==> config.mk <==
export PLATFORM = sky130hd
export DESIGN_NAME = time_set_ctrl
export DESIGN_NICKNAME = d
export VERILOG_FILES = /design/src/rtl/clock_pkg.sv /design/src/rtl/bcd_inc2.sv /design/src/rtl/time_set_ctrl.sv
export SDC_FILE = /design/constraint.sdc
export NUM_CORES = 1
export LEC_CHECK = 0
export CORE_AREA = 2 2 56 58
export CTS_CLUSTER_DIAMETER = 50
export DETAILED_ROUTE_END_ITERATION = 12
export DIE_AREA = 0 0 58 60
export DONT_BUFFER_PORTS = 1
export PLACE_DENSITY = 0.74
export SKIP_CTS_REPAIR_TIMING = 1
export SLEW_MARGIN = 20
export SYNTH_ARGS = -nofsm -noshare
export SYNTH_HDL_FRONTEND = slang
export SYNTH_SLANG_ARGS = --single-unit
==> constraint.sdc <==
create_clock -name clk -period 2.6 [get_ports clk]
set_clock_uncertainty 0.2 [all_clocks]
set_input_delay 0.13 -clock clk [delete_from_list [all_inputs] [get_ports clk]]
set_output_delay 0.13 -clock clk [all_outputs]
set_load 0.03 [all_outputs]
==> src/rtl/clock_pkg.sv <==
// Shared types and BCD limits for the Century Clock time-setting path.
package clock_pkg;

  typedef enum logic [1:0] {
    RUN      = 2'b00,
    SET_HOUR = 2'b01,
    SET_MIN  = 2'b10,
    COMMIT   = 2'b11
  } state_t;

  localparam logic [1:0] FIELD_NONE = 2'b00;
  localparam logic [1:0] FIELD_HOUR = 2'b01;
  localparam logic [1:0] FIELD_MIN  = 2'b10;

  localparam logic [1:0] HOUR_MAX_10     = 2'd2;
  localparam logic [3:0] HOUR_MAX_1_AT_2 = 4'd3;
  localparam logic [2:0] MIN_MAX_10      = 3'd5;
  localparam logic [3:0] DIGIT_MAX       = 4'd9;

  function automatic logic hours_ok(
    input logic [1:0] t,
    input logic [3:0] u
  );
    return (t < HOUR_MAX_10 && u <= DIGIT_MAX) ||
           (t == HOUR_MAX_10 && u <= HOUR_MAX_1_AT_2);
  endfunction

  function automatic logic mins_ok(
    input logic [2:0] t,
    input logic [3:0] u
  );
    return (t <= MIN_MAX_10) && (u <= DIGIT_MAX);
  endfunction

endpackage

==> src/rtl/bcd_inc2.sv <==
// Two-digit BCD +1 with wrap to 00 at a fixed value.
module bcd_inc2
  import clock_pkg::*;
#(
  parameter int            TW      = 4,
  parameter logic [TW-1:0] WRAP_10 = '0,
  parameter logic [3:0]    WRAP_1  = '0
) (
  input  logic [TW-1:0] tens,
  input  logic [3:0]    units,
  output logic [TW-1:0] tens_nx,
  output logic [3:0]    units_nx
);

  localparam logic [TW-1:0] ONE = 1;

  always_comb begin
    tens_nx  = tens;
    units_nx = units + 4'd1;
    if (tens == WRAP_10 && units == WRAP_1) begin
      tens_nx  = '0;
      units_nx = '0;
    end else if (units >= DIGIT_MAX) begin
      tens_nx  = tens + ONE;
      units_nx = '0;
    end
  end

endmodule

==> src/rtl/time_set_ctrl.sv <==
// Time-setting FSM: freezes the counters, edits a BCD shadow,
// and strobes it back into the counter chain on commit.
module time_set_ctrl
  import clock_pkg::*;
#(
  parameter int unsigned TIMEOUT_S = 30
) (
  input  logic       clk,
  input  logic       rst_n,
  input  logic       tick_1hz,
  input  logic       btn_mode,
  input  logic       btn_inc,
  input  logic [1:0] cur_hours_10,
  input  logic [3:0] cur_hours_1,
  input  logic [2:0] cur_minutes_10,
  input  logic [3:0] cur_minutes_1,
  output logic       run_en,
  output logic       load,
  output logic [1:0] ld_hours_10,
  output logic [3:0] ld_hours_1,
  output logic [2:0] ld_minutes_10,
  output logic [3:0] ld_minutes_1,
  output logic [1:0] field_sel,
  output logic       blink
);

  localparam logic [7:0] LIMIT = 8'(TIMEOUT_S - 1);

  state_t     state, state_n;
  logic       mode_q, inc_q;
  logic       mode_ev, inc_ev;
  logic       setting, setting_n;
  logic       timeout;
  logic [7:0] cnt;
  logic [1:0] h10_nx;
  logic [3:0] h1_nx;
  logic [2:0] m10_nx;
  logic [3:0] m1_nx;

  // mode wins a same-cycle tie with inc
  assign mode_ev = btn_mode & ~mode_q;
  assign inc_ev  = btn_inc & ~inc_q & ~mode_ev;

  assign setting   = (state == SET_HOUR) || (state == SET_MIN);
  assign setting_n = (state_n == SET_HOUR) || (state_n == SET_MIN);
  assign timeout   = tick_1hz && !inc_ev && (cnt == LIMIT);

  bcd_inc2 #(
    .TW      (2),
    .WRAP_10 (HOUR_MAX_10),
    .WRAP_1  (HOUR_MAX_1_AT_2)
  ) u_hour_inc (
    .tens     (ld_hours_10),
    .units    (ld_hours_1),
    .tens_nx  (h10_nx),
    .units_nx (h1_nx)
  );

  bcd_inc2 #(
    .TW      (3),
    .WRAP_10 (MIN_MAX_10),
    .WRAP_1  (DIGIT_MAX)
  ) u_min_inc (
    .tens     (ld_minutes_10),
    .units    (ld_minutes_1),
    .tens_nx  (m10_nx),
    .units_nx (m1_nx)
  );

  always_comb begin
    state_n   = state;
    run_en    = 1'b0;
    load      = 1'b0;
    field_sel = FIELD_NONE;
    unique case (state)
      RUN: begin
        run_en = 1'b1;
        if (mode_ev) state_n = SET_HOUR;
      end
      SET_HOUR: begin
        field_sel = FIELD_HOUR;
        if (mode_ev)      state_n = SET_MIN;
        else if (timeout) state_n = RUN;
      end
      SET_MIN: begin
        field_sel = FIELD_MIN;
        if (mode_ev)      state_n = COMMIT;
        else if (timeout) state_n = RUN;
      end
      COMMIT: begin
        load    = 1'b1;
        state_n = RUN;
      end
      default: state_n = RUN;
    endcase
  end

  always_ff @(posedge clk or negedge rst_n) begin
    if (!rst_n) begin
      state  <= RUN;
      mode_q <= 1'b0;
      inc_q  <= 1'b0;
    end else begin
      state  <= state_n;
      mode_q <= btn_mode;
      inc_q  <= btn_inc;
    end
  end

  always_ff @(posedge clk or negedge rst_n) begin
    if (!rst_n) begin
      cnt <= '0;
    end else if (!setting || state_n != state || mode_ev || inc_ev) begin
      cnt <= '0;
    end else if (tick_1hz) begin
      cnt <= cnt + 8'd1;
    end
  end

  always_ff @(posedge clk or negedge rst_n) begin
    if (!rst_n) begin
      blink <= 1'b0;
    end else if (setting && setting_n) begin
      if (tick_1hz) blink <= ~blink;
    end else begin
      blink <= 1'b0;
    end
  end

  // out-of-range live time is captured as 00 in that field
  always_ff @(posedge clk or negedge rst_n) begin
    if (!rst_n) begin
      ld_hours_10   <= '0;
      ld_hours_1    <= '0;
      ld_minutes_10 <= '0;
      ld_minutes_1  <= '0;
    end else if (state == RUN && mode_ev) begin
      if (hours_ok(cur_hours_10, cur_hours_1)) begin
        ld_hours_10 <= cur_hours_10;
        ld_hours_1  <= cur_hours_1;
      end else begin
        ld_hours_10 <= '0;
        ld_hours_1  <= '0;
      end
      if (mins_ok(cur_minutes_10, cur_minutes_1)) begin
        ld_minutes_10 <= cur_minutes_10;
        ld_minutes_1  <= cur_minutes_1;
      end else begin
        ld_minutes_10 <= '0;
        ld_minutes_1  <= '0;
      end
    end else if (state == SET_HOUR && inc_ev) begin
      ld_hours_10 <= h10_nx;
      ld_hours_1  <= h1_nx;
    end else if (state == SET_MIN && inc_ev) begin
      ld_minutes_10 <= m10_nx;
      ld_minutes_1  <= m1_nx;
    end
  end

endmodule

Word-level counts from Yosys, hierarchy flattened
Cells that the tools add are included.
{ "word_totals": {"regBits": 26, "word_cells": 104} }
{ "op_classes": {"n_addsub": 5, "magnitude_cmp": 7, "n_eq_ne": 14, "mux": 34, "bitwise": 7, "n_reduce_logical": 28} }
{ "op_table": {"columns": ["op", "n"], "rows": [
  ["2-to-1 mux 4 bit", 11],
  ["2-to-1 mux 2 bit", 9],
  ["2-to-1 mux 3 bit", 6],
  ["2-to-1 mux 8 bit", 2],
  ["logical AND 1 bit", 11],
  ["== test 2 bit (second input constant)", 5],
  ["adder 4 x 1 -> 4 bit (second input constant)", 2],
  ["adder 8 x 1 -> 8 bit (second input constant)", 1],
  ["== test 8 x 5 -> 1 bit (second input constant)", 1],
  [">= comparator 4 bit (second input constant)", 2],
  ["less-or-equal comparator 4 bit (second input constant)", 2],
  ["case mux 2 bit (4 select lines)", 1],
  ["logical OR 1 bit", 6],
  ["nonzero test 2 bit", 3],
  ["nonzero test 3 bit", 2],
  ["== test 2 x 1 -> 1 bit (second input constant)", 2],
  ["== test 4 x 2 -> 1 bit (second input constant)", 1],
  ["== test 4 bit (second input constant)", 1],
  ["less-or-equal comparator 4 x 2 -> 1 bit (second input constant)", 1],
  ["2-to-1 mux 1 bit", 4],
  ["!= test 2 bit (second input constant)", 2],
  ["inverter 1 bit", 4],
  ["case mux 2 bit (2 select lines)", 1],
  ["AND reduction 2 bit", 2],
  ["other kinds (10)", 13]
]} }

Logic depth before layout (Yosys ltp)
Gate-level depths: netlist (run 1).
{ "logic_depth": {"word_depth": 15, "mapped_depth": 8} }

Modules after synthesis
From an unflattened synthesis (run 1), not the netlist that was laid out.
{ "unflattened": {"hier_cells": 199, "area_unflattened_um2": 1890.6} }
{ "modules_own_cells": {"columns": ["mod", "instances", "cells_each", "area_each_um2", "seq_area_each_um2"], "rows": [
  ["time_set_ctrl", 1, 143, 1503.9, 650.6],
  ["bcd_inc2 (u_min_inc)", 1, 30, 201.4, 0.0],
  ["bcd_inc2 (u_hour_inc)", 1, 26, 185.2, 0.0]
]} }

Worst setup path before layout (run 1)
Ideal clock, no wire load.
{ "synth_timing": {"path_kind": "reg-to-reg", "startpoint": "register state[1]", "endpoint": "register cnt[0]", "setup_ps": 134, "t_arrival_ps": 1964, "path_slack_ps": 302, "path_stages_with_launch": 8, "path_buffers": 0, "synth_period_minus_slack_ps": 2298, "path_cell_list": "dfrtp_1 > clkinv_1 > ha_1 > or3b_1 > nor4_4 > a21oi_4 > xnor2_2 > nor3_1"} }
{ "synth_via": {"elab_chain_cells": 8, "elab_cells_between_ends": 17} }
{ "synth_lines": {"columns": ["item", "line", "source"], "rows": [
  ["start: declaration", "time_set_ctrl.sv:29", "state_t state, state_n;"],
  ["start signal: assignment", "time_set_ctrl.sv:104", "state <= state_n;"],
  ["2-to-1 mux 2 bit", "time_set_ctrl.sv:83, time_set_ctrl.sv:88", null],
  ["2-to-1 mux 2 bit (on tied branches)", "time_set_ctrl.sv:87, time_set_ctrl.sv:82", null],
  ["case mux 2 bit (4 select lines) (*)", "time_set_ctrl.sv:75", "unique case (state)"],
  ["net state_n[1]", "time_set_ctrl.sv:29", null],
  ["!= test 2 bit (*)", "time_set_ctrl.sv:113", "end else if (!setting || state_n != state || mode_ev || inc_ev) begin"],
  ["logical OR 1 bit (*) (3 in a row)", "time_set_ctrl.sv:113", null],
  ["2-to-1 mux 8 bit or nonzero test 2 bit (tied branches)", null, null],
  ["end signal: assignment", "time_set_ctrl.sv:116", "cnt <= cnt + 8'd1;"],
  ["end: declaration", "time_set_ctrl.sv:34", "logic [7:0] cnt;"]
]} }
Mark *: on every way through the listed nets, which the timed path passes. The rest lies on a longest branch.
A chain may end at the register's enable or synchronous reset.

Worst setup path after layout (run 1)
{ "layout_timing": {"startpoint": "register state[1]", "endpoint": "register cnt[6]"} }
Same word-level chain as after synthesis.

==> results.sh, run 1 <==
export IMPL_slowest_stage="dfrtp_1"
export IMPL_period_share=0.907
export IMPL_grt_usage=0.210
export IMPL_htreeDepth=1
export IMPL_nets=238
export IMPL_finalNonFillerCells=238
export IMPL_fp_row_count=20
export IMPL_fin_ws_ps=243
export IMPL_dpl_cell_area_sq_um=1750
export IMPL_vias_per_cell=6.11
export IMPL_maxCapViolCount=0
export IMPL_clk_pin_slew_ps=140
export IMPL_r2r_cells=7
export IMPL_cpPeakStageDelay_ps=400
export IMPL_rsz0062_at_grt="false"
export IMPL_min_delay_start="cur_hours_1[3]"
export IMPL_drt_initial_drc_count=85
export IMPL_r2r_end="cnt[6]"
export IMPL_end_kind="flip-flop"
export IMPL_crit_chain="clkinv_1 > ha_1 > or3b_1 > nor4_4 > a21oi_4 > xnor2_2 > nor3_1"
export IMPL_async_flop_share=1.00
export IMPL_p_leak_uw=0.000852
export IMPL_gp_congestion=0.851
export IMPL_path_class="reg2reg"
export IMPL_setup_worst_path_start_class="flip-flop"
export IMPL_hold_violations=4
export IMPL_seq_area_frac_synth=0.388
export IMPL_grt_pass1_vias=1265
export IMPL_placedCellCount=215
export IMPL_fillers=245
export IMPL_outcome="finished with violations"
export IMPL_vdd_drop_max_mv=0.732
export IMPL_grt_pass1_wl_microns=5600
export IMPL_clockBufferDepth=2
export IMPL_routed_wl_microns=3720
export IMPL_start_util=0.578
export IMPL_multi_input_area_sq_um=976
export IMPL_die_w_microns=58
export IMPL_firstDrtPassIters=4
export IMPL_ys_types=45
export IMPL_synth_ff_type="dfrtp_1"
export IMPL_ys_ff_latch=26
export IMPL_drive_gt1_frac=0.0780
export IMPL_antenna_found_initial=0
export IMPL_clock_sinks=26
export IMPL_holdPathStages=3
export IMPL_cp_required_ps=2610
export IMPL_regToRegStartpoint="state[1]"
export IMPL_seqCellArea_sq_um=651
export IMPL_yosys_warnings=0
export IMPL_powerDensity_nw_per_um2=1020
export IMPL_routedWlPerCell_microns=15.6
export IMPL_cts_tree="built"
export IMPL_grt_max_degree=27
export IMPL_crit_fanout=8
export IMPL_dp_slack_ps=224
export IMPL_tightest_slew_ps=580
export IMPL_r2r_slack_ps=240
export IMPL_dpl_hpwl_microns=2570
export IMPL_maxSlewViolCount=0
export IMPL_core_sq_um=2900
export IMPL_fp_dieArea_sq_um=3480
export IMPL_die_h_microns=60
export IMPL_period_needed_ps=2360
export IMPL_clkLatencyLatePin_ps=320
export IMPL_fmax_mhz=424
export IMPL_syn_nets=210
export IMPL_drc=0
export IMPL_grt_overflow_total=0
export IMPL_tns_ps=0
export IMPL_setup_viol=0
export IMPL_synth_edff_count=0
export IMPL_syn_area_sq_um=1680
export IMPL_area_delta_synth_final_pct=18.6
export IMPL_syn_area_per_cell_sq_um=9.43
export IMPL_violations="negative hold slack"
export IMPL_ant_nets=0
export IMPL_cts_root_buf="clkbuf_4"
export IMPL_worstPathArrival_ps=2360
export IMPL_vias=1453
export IMPL_io_buffers=0
export IMPL_io_pins=36
export IMPL_stdcell_area_sq_um=1990
export IMPL_num_antenna_cells=0
export IMPL_min_path_type="in2reg"
export IMPL_timing_hold_ws_ps=-38.7
export IMPL_holdPathEnd="ld_hours_1[2]"
export IMPL_relSlewSlack=0.610
export IMPL_cts_made_buffers=3
export IMPL_syn_instance_count=178
-- per-layer routing --
| metal | vias up | global-route usage | share of wire |
|---|---|---|---|
| met2 | 34 | 0.352 | 0.51 |
| met5 | - | 0 | 0 |
| met4 | 0 | 0.0698 | 0.023 |
| li1 | 709 | - | - |
| met1 | 701 | 0.274 | 0.43 |
| met3 | 9 | 0.0390 | 0.038 |
-- registers in the layout, summed over array words and instances, names as in the netlist --
register and count:
cnt 8, blink 1, ld_minutes_1 4, ld_hours_10 2, ld_minutes_10 3, ld_hours_1 4, state 2, mode_q 1
inc_q 1
-- area by class of cell --
cell class                      instances  area share
Tap cell                               33      0.0207
Timing Repair Buffer                   25       0.123
Sequential cell                        26       0.327
Inverter                               11      0.0207
Multi-Input combinational cell        139       0.490
Clock buffer                            4      0.0182
-- worst max-delay path by stage --
stage | slack, ps | to | start | cells after the start
after floorplan | 300 | cnt[0] | state[1] | 7
after global routing | 20 | cnt[3] | state[1] | 7
final | 240 | cnt[6] | state[1] | 7
after CTS | 210 | cnt[6] | state[1] | 7
after global placement | 340 | cnt[3] | state[1] | 7
after detailed placement | 220 | cnt[6] | state[1] | 7
-- cells by family after synthesis --
kind of cell / share of synthesized area
AOI/OAI and AO/OA: 0.173
xor gates and xnor gates: 0.0567
adders and majority gates: 0.104
buffers and inverters: 0.0306
DFF: 0.388
muxes: 0.00671
and+or+nand+nor: 0.241
-- worst max-delay path: cells and delay by family, from the launching register on --
| kind | cells | cell delay [ps] |
|---|---|---|
| compound gates | 1 | 110 |
| xor+xnor | 1 | 360 |
| fa+ha+maj | 1 | 270 |
| buf+inv | 1 | 170 |
| flops | 1 | 400 |
| simple gates | 3 | 740 |
-- cell usage in the layout (no fill, tap or decap), types with 3 or more instances in the layout --
cell type and instances:
a211oi_1 3, a21oi_1 9, a22oi_1 3, buf_4 6
clkbuf_4 3, dfrtp_1 26, dlygate4sd3_1 18, ha_1 14
inv_1 10, nand2_1 11, nand2b_1 4, nand3_1 6
nand4_1 5, nand4b_1 3, nor2_1 11, nor3_1 14
nor4b_1 3, o21ai_0 11, o21ai_1 3, xnor2_1 3
xor2_1 6
-- metrics by stage --
| step | utilization | power [uW] |
|---|---|---|
| after floorplan | - | 1560 |
| after global placement | 0.604 | 1750 |
| after detailed placement | 0.604 | 1790 |
| after CTS | 0.617 | 1990 |
| after global routing | 0.686 | 2210 |
| final | 0.686 | 2030 |
-- synthesized netlist by cell type (all sizes together) (2+ instances only) --
cell type  count  share of area
nand3          6          0.018
nand3b         2         0.0089
nor4b          3          0.016
a21o           2         0.0089
nand4b         3          0.016
a21oi         10          0.037
buf            2         0.0060
nor3          14          0.042
nor3b          2         0.0089
inv           10          0.022
a22o           2          0.010
dfrtp         26           0.39
a22oi          3          0.013
nand2         11          0.025
o21ai         14          0.042
o21a           2         0.0089
xor2           6          0.031
xnor2          4          0.025
a211oi         3          0.013
nand2b         4          0.015
nor2          11          0.025
nand4          5          0.019
ha            14           0.10
-- power breakdown --
group / leakage [uW] / internal [uW] / switching (uW)
registers: 0.000328 / 528 / 365
logic: 0.000503 / 391 / 540
clock network: 0.0000210 / 85.7 / 118
total: 0.000852 / 1000 / 1020
Power figures use the tool's default switching activity.
==> run 2, diff against run 1 <==
- CELL_PAD_IN_SITES_DETAIL_PLACEMENT: not set -> 0
- CELL_PAD_IN_SITES_GLOBAL_PLACEMENT: not set -> 2
- CORE_AREA: 2 2 56 58 -> 2 2 70 72
- DIE_AREA: 0 0 58 60 -> 0 0 72 74
- PLACE_DENSITY: 0.74 -> 0.76
- SLEW_MARGIN: 20 -> 10
- clock period: 2.6 -> 2.29 ns (I/O delays scaled with it)
==> results.sh, run 2 (synthesis results as in run 1) <==
export IMPL_outcome="finished with violations"
export IMPL_violations="negative hold slack"
export IMPL_tightest_slew_ps=457
export IMPL_placedCellCount=245
export IMPL_core_sq_um=4600
export IMPL_vias=1477
export IMPL_worstPathArrival_ps=2210
export IMPL_path_class="reg2reg"
export IMPL_largest_reg_flops=8
export IMPL_tns_ps=0
export IMPL_ant_nets=0
export IMPL_hold_violations=2
export IMPL_seqCellArea_sq_um=651
export IMPL_start_util=0.365
export IMPL_crit_fanout=8
export IMPL_io_buffers=0
export IMPL_fp_dieArea_sq_um=5330
export IMPL_clk_pin_slew_ps=90
export IMPL_nets=250
export IMPL_grt_overflow_total=0
export IMPL_mostFrequentLayoutCells="26 x dfrtp_1, 19 x buf_4, 16 x dlygate4sd3_1"
export IMPL_grt_usage=0.146
export IMPL_min_path_type="in2reg"
export IMPL_end_kind="flip-flop"
export IMPL_antenna_found_initial=0
export IMPL_maxCapViolCount=0
export IMPL_htreeDepth=1
export IMPL_setup_worst_path_start_class="flip-flop"
export IMPL_largest_register="cnt"
export IMPL_dpl_hpwl_microns=3060
export IMPL_relSlewSlack=0.694
export IMPL_p_leak_uw=0.000928
export IMPL_drc=0
export IMPL_area_delta_synth_final_pct=30.0
export IMPL_cts_tree="built"
export IMPL_grt_pass1_wl_microns=6180
export IMPL_setup_viol=0
export IMPL_io_pins=36
export IMPL_num_antenna_cells=0
export IMPL_clockBufferDepth=2
export IMPL_clock_sinks=26
export IMPL_fillers=450
export IMPL_reg_top3="cnt (8), ld_hours_1 (4), ld_minutes_1 (4)"
export IMPL_cts_made_buffers=3
export IMPL_clkLatencyLatePin_ps=270
export IMPL_vias_per_cell=5.47
export IMPL_finalNonFillerCells=270
export IMPL_rsz0062_at_grt="true"
export IMPL_firstDrtPassIters=4
export IMPL_timing_hold_ws_ps=-24.6
export IMPL_fin_util=0.474
export IMPL_fmax_mhz=451
export IMPL_routed_wl_microns=4110
export IMPL_dp_slack_ps=42.7
export IMPL_die_w_microns=72
export IMPL_final_common_cell="dfrtp_1"
export IMPL_routedWlPerCell_microns=15.2
export IMPL_die_h_microns=74
export IMPL_fin_ws_ps=71.4
export IMPL_period_share=0.969
export IMPL_grt_max_degree=27
export IMPL_period_needed_ps=2220
export IMPL_cts_root_buf="clkbuf_8"
export IMPL_grt_pass1_vias=1351
export IMPL_drt_initial_drc_count=65
export IMPL_vdd_drop_max_mv=0.497
export IMPL_maxSlewViolCount=0
export IMPL_multi_input_area_sq_um=1040
export IMPL_drive_gt1_frac=0.185
export IMPL_fp_row_count=25
export IMPL_cp_required_ps=2290
export IMPL_gp_congestion=0.869
export IMPL_powerDensity_nw_per_um2=1230
## run 2: cell types whose count changed in the layout (fill, tap and decap cells not counted), sizes merged
cell,delta
inv,+1
clkinv,-1
buf,+14
dlygate4sd3,-2
clkbuf,-1
## run 2: through the flow
| stage | hold slack (ps) | total power, uW | cell area [sq um] |
|---|---|---|---|
| after floorplan | -381 | 1780 | 1680 |
| after detailed placement | -380 | 2170 | 1850 |
| final | -24.6 | 2670 | 2180 |
| after global placement | -380 | 2130 | 1850 |
| after global routing | 13.0 | 2870 | 2180 |
| after CTS | -686 | 2440 | 1890 |
## run 2: critical path: stages (launching register included)
cell and delay, ps:
dfrtp_1 420, inv_2 80, ha_4 170, or3b_4 380, nor4_4 310, a21oi_4 120, xnor2_4 160, buf_12 140
nor3_1 150
## run 2: cell type report
cell class | count | area share
clock buffers | 3 | 0.0189
inverters | 11 | 0.0189
multi-input cells | 139 | 0.476
flip-flops and latches | 26 | 0.298
well taps | 54 | 0.0310
repair buffers | 37 | 0.157
## run 2: path summary, 6_finish.rpt
| kind | from | end | slack [ps] | cells past startpoint |
|---|---|---|---|---|
| min | cur_hours_10[1] | ld_hours_1[3] | -20 | 3 |
| max | state[0] | cnt[7] | 70 | 8 |
| min in group asynchronous | rst_n | ld_hours_1[2] | 60 | 2 |
| max reg2reg | state[0] | cnt[7] | 70 | 8 |
| min reg2reg | cnt[7] | cnt[7] | 380 | 2 |
| max in group asynchronous | rst_n | ld_minutes_1[0] | 1650 | 2 |
## run 2: layer usage
layer  vias to the layer above  GRT usage  share of wire
met3                         2     0.0257          0.035
met5                         -          0              0
li1                        730          -              -
met4                         0     0.0545         0.0056
met2                        22      0.253           0.52
met1                       723      0.184           0.44
## run 2: power by group
| group | internal, uW | total (uW) | switching, uW |
|---|---|---|---|
| combinational | 678 | 1530 | 851 |
| sequential | 603 | 884 | 281 |
| clock | 118 | 260 | 142 |
| total | 1400 | 2670 | 1270 |
==> run 3, diff against run 2 <==
- GPL_TIMING_DRIVEN: not set -> 0
==> results.sh, run 3 (synthesis results as in run 1) <==
export IMPL_crit_fanout=8
export IMPL_largest_reg_flops=8
export IMPL_holdPathEnd="ld_minutes_10[2]"
export IMPL_placedCellCount=232
export IMPL_powerDensity_nw_per_um2=1180
export IMPL_die_w_microns=72
export IMPL_firstDrtPassIters=4
export IMPL_outcome="finished with violations"
export IMPL_gp_congestion=0.827
export IMPL_dp_slack_ps=-188
export IMPL_dpl_hpwl_microns=2810
export IMPL_min_path_type="in2reg"
export IMPL_maxCapViolCount=0
export IMPL_min_delay_start="cur_minutes_10[2]"
export IMPL_reg_top3="cnt (8), ld_hours_1 (4), ld_minutes_1 (4)"
export IMPL_nets=235
export IMPL_clkLatencyLatePin_ps=270
export IMPL_tightest_slew_ps=478
export IMPL_die_h_microns=74
export IMPL_vias_per_cell=5.49
export IMPL_fillers=448
export IMPL_worstPathArrival_ps=2220
export IMPL_p_leak_uw=0.000848
export IMPL_tns_ps=0
export IMPL_cts_tree="built"
export IMPL_grt_pass1_wl_microns=6100
export IMPL_fin_util=0.449
export IMPL_antenna_found_initial=0
export IMPL_end_kind="flip-flop"
export IMPL_vias=1405
export IMPL_grt_usage=0.146
export IMPL_clock_sinks=26
export IMPL_rsz0062_at_grt="true"
export IMPL_fp_row_count=25
export IMPL_core_sq_um=4600
export IMPL_fin_ws_ps=24.3
export IMPL_grt_pass1_vias=1332
export IMPL_cts_made_buffers=3
export IMPL_r2r_slack_ps=20
export IMPL_num_antenna_cells=0
export IMPL_fp_dieArea_sq_um=5330
export IMPL_period_needed_ps=2270
export IMPL_period_share=0.989
export IMPL_path_class="reg2reg"
export IMPL_slowest_stage="dfrtp_1"
export IMPL_violations="negative hold slack"
export IMPL_largest_register="cnt"
export IMPL_grt_overflow_total=0
export IMPL_setup_worst_path_start_class="flip-flop"
export IMPL_setup_viol=0
export IMPL_drc=0
export IMPL_vdd_drop_max_mv=0.454
export IMPL_regToRegStartpoint="state[1]"
export IMPL_drt_initial_drc_count=61
export IMPL_r2r_end="cnt[6]"
export IMPL_cts_root_buf="clkbuf_8"
export IMPL_start_util=0.365
export IMPL_crit_chain="clkinvlp_4 > ha_4 > or3b_4 > nor4_4 > a21oi_4 > xnor2_4 > nor3_1"
export IMPL_grt_max_degree=27
export IMPL_drive_gt1_frac=0.129
export IMPL_final_common_cell="dfrtp_1"
export IMPL_area_delta_synth_final_pct=23.0
export IMPL_cp_required_ps=2240
export IMPL_clk_pin_slew_ps=90
export IMPL_routedWlPerCell_microns=15.0
export IMPL_io_buffers=0
export IMPL_relSlewSlack=0.677
export IMPL_fmax_mhz=441
export IMPL_holdPathStages=3
export IMPL_cpPeakStageDelay_ps=430
export IMPL_finalNonFillerCells=256
export IMPL_routed_wl_microns=3840
export IMPL_maxSlewViolCount=0
export IMPL_r2r_cells=7
export IMPL_timing_hold_ws_ps=-32.2
export IMPL_clockBufferDepth=2
export IMPL_htreeDepth=1
export IMPL_ant_nets=0
export IMPL_mostFrequentLayoutCells="24 x dfrtp_1, 16 x dlygate4sd3_1, 14 x nor3_1"
export IMPL_io_pins=36
export IMPL_hold_violations=3
==> run 3: changes by cell type in the layout (fill, tap and decap cells not counted), moves of 2 or more <==
cell,change
inv_2,-2
ha_1,-2
dfrtp_2,+2
buf_4,-16
dfrtp_1,-2
nor3_2,-6
nor3_1,+6
ha_2,+2
==> run 3: report_power, final <==
group	internal, uW	total, uW	switching (uW)
registers	603	1060	456
clock network	154	302	148
logic	484	1080	598
total	1240	2440	1200
==> run 3: worst max path at each step <==
| stage | from | to | slack (ps) |
|---|---|---|---|
| 3_5_place_dp | state[1] | cnt[5] | -190 |
| 2_1_floorplan | state[1] | cnt[0] | 90 |
| 4_1_cts | state[1] | cnt[1] | -210 |
| 6_report | state[1] | cnt[6] | 20 |
| 3_3_place_gp | state[1] | cnt[3] | -150 |
| 5_1_grt | state[1] | cnt[5] | -130 |
==> run 3: layout make-up <==
type	count	area [sq um]	share of cell area
plain buffers	2	12.5	0.00606
clock buffers	4	55.1	0.0267
inverters	11	45.0	0.0218
multi-input cells	139	1030	0.498
flip-flops and latches	26	653	0.317
well taps	54	67.6	0.0327
repair buffers	20	203	0.0982
==> run 3: metrics by stage <==
step                power, uW  cell area, sq um  hold WS, ps
floorplan                1780              1680         -381
global placement         1980              1750         -380
detailed placement       1990              1750         -380
CTS                      2310              1800         -682
global route             2660              2060         3.75
finish                   2440              2060        -32.2
==> run 3: layer usage <==
| metal | vias up | track usage | part of all wire |
|---|---|---|---|
| met5 | - | 0 | 0 |
| met3 | 4 | 0.0285 | 0.024 |
| li1 | 698 | - | - |
| met4 | 0 | 0.0524 | 0.011 |
| met1 | 687 | 0.177 | 0.46 |
| met2 | 16 | 0.258 | 0.51 |
==> run 3: critical path, delay by kind of cell, from the launching register on <==
kind	cells	cell delay [ps]
and+or+nand+nor	3	730
DFF	1	430
xor gates and xnor gates	1	270
adders and majority gates	1	230
buffers and inverters	1	160
AOI/OAI and AO/OA	1	130
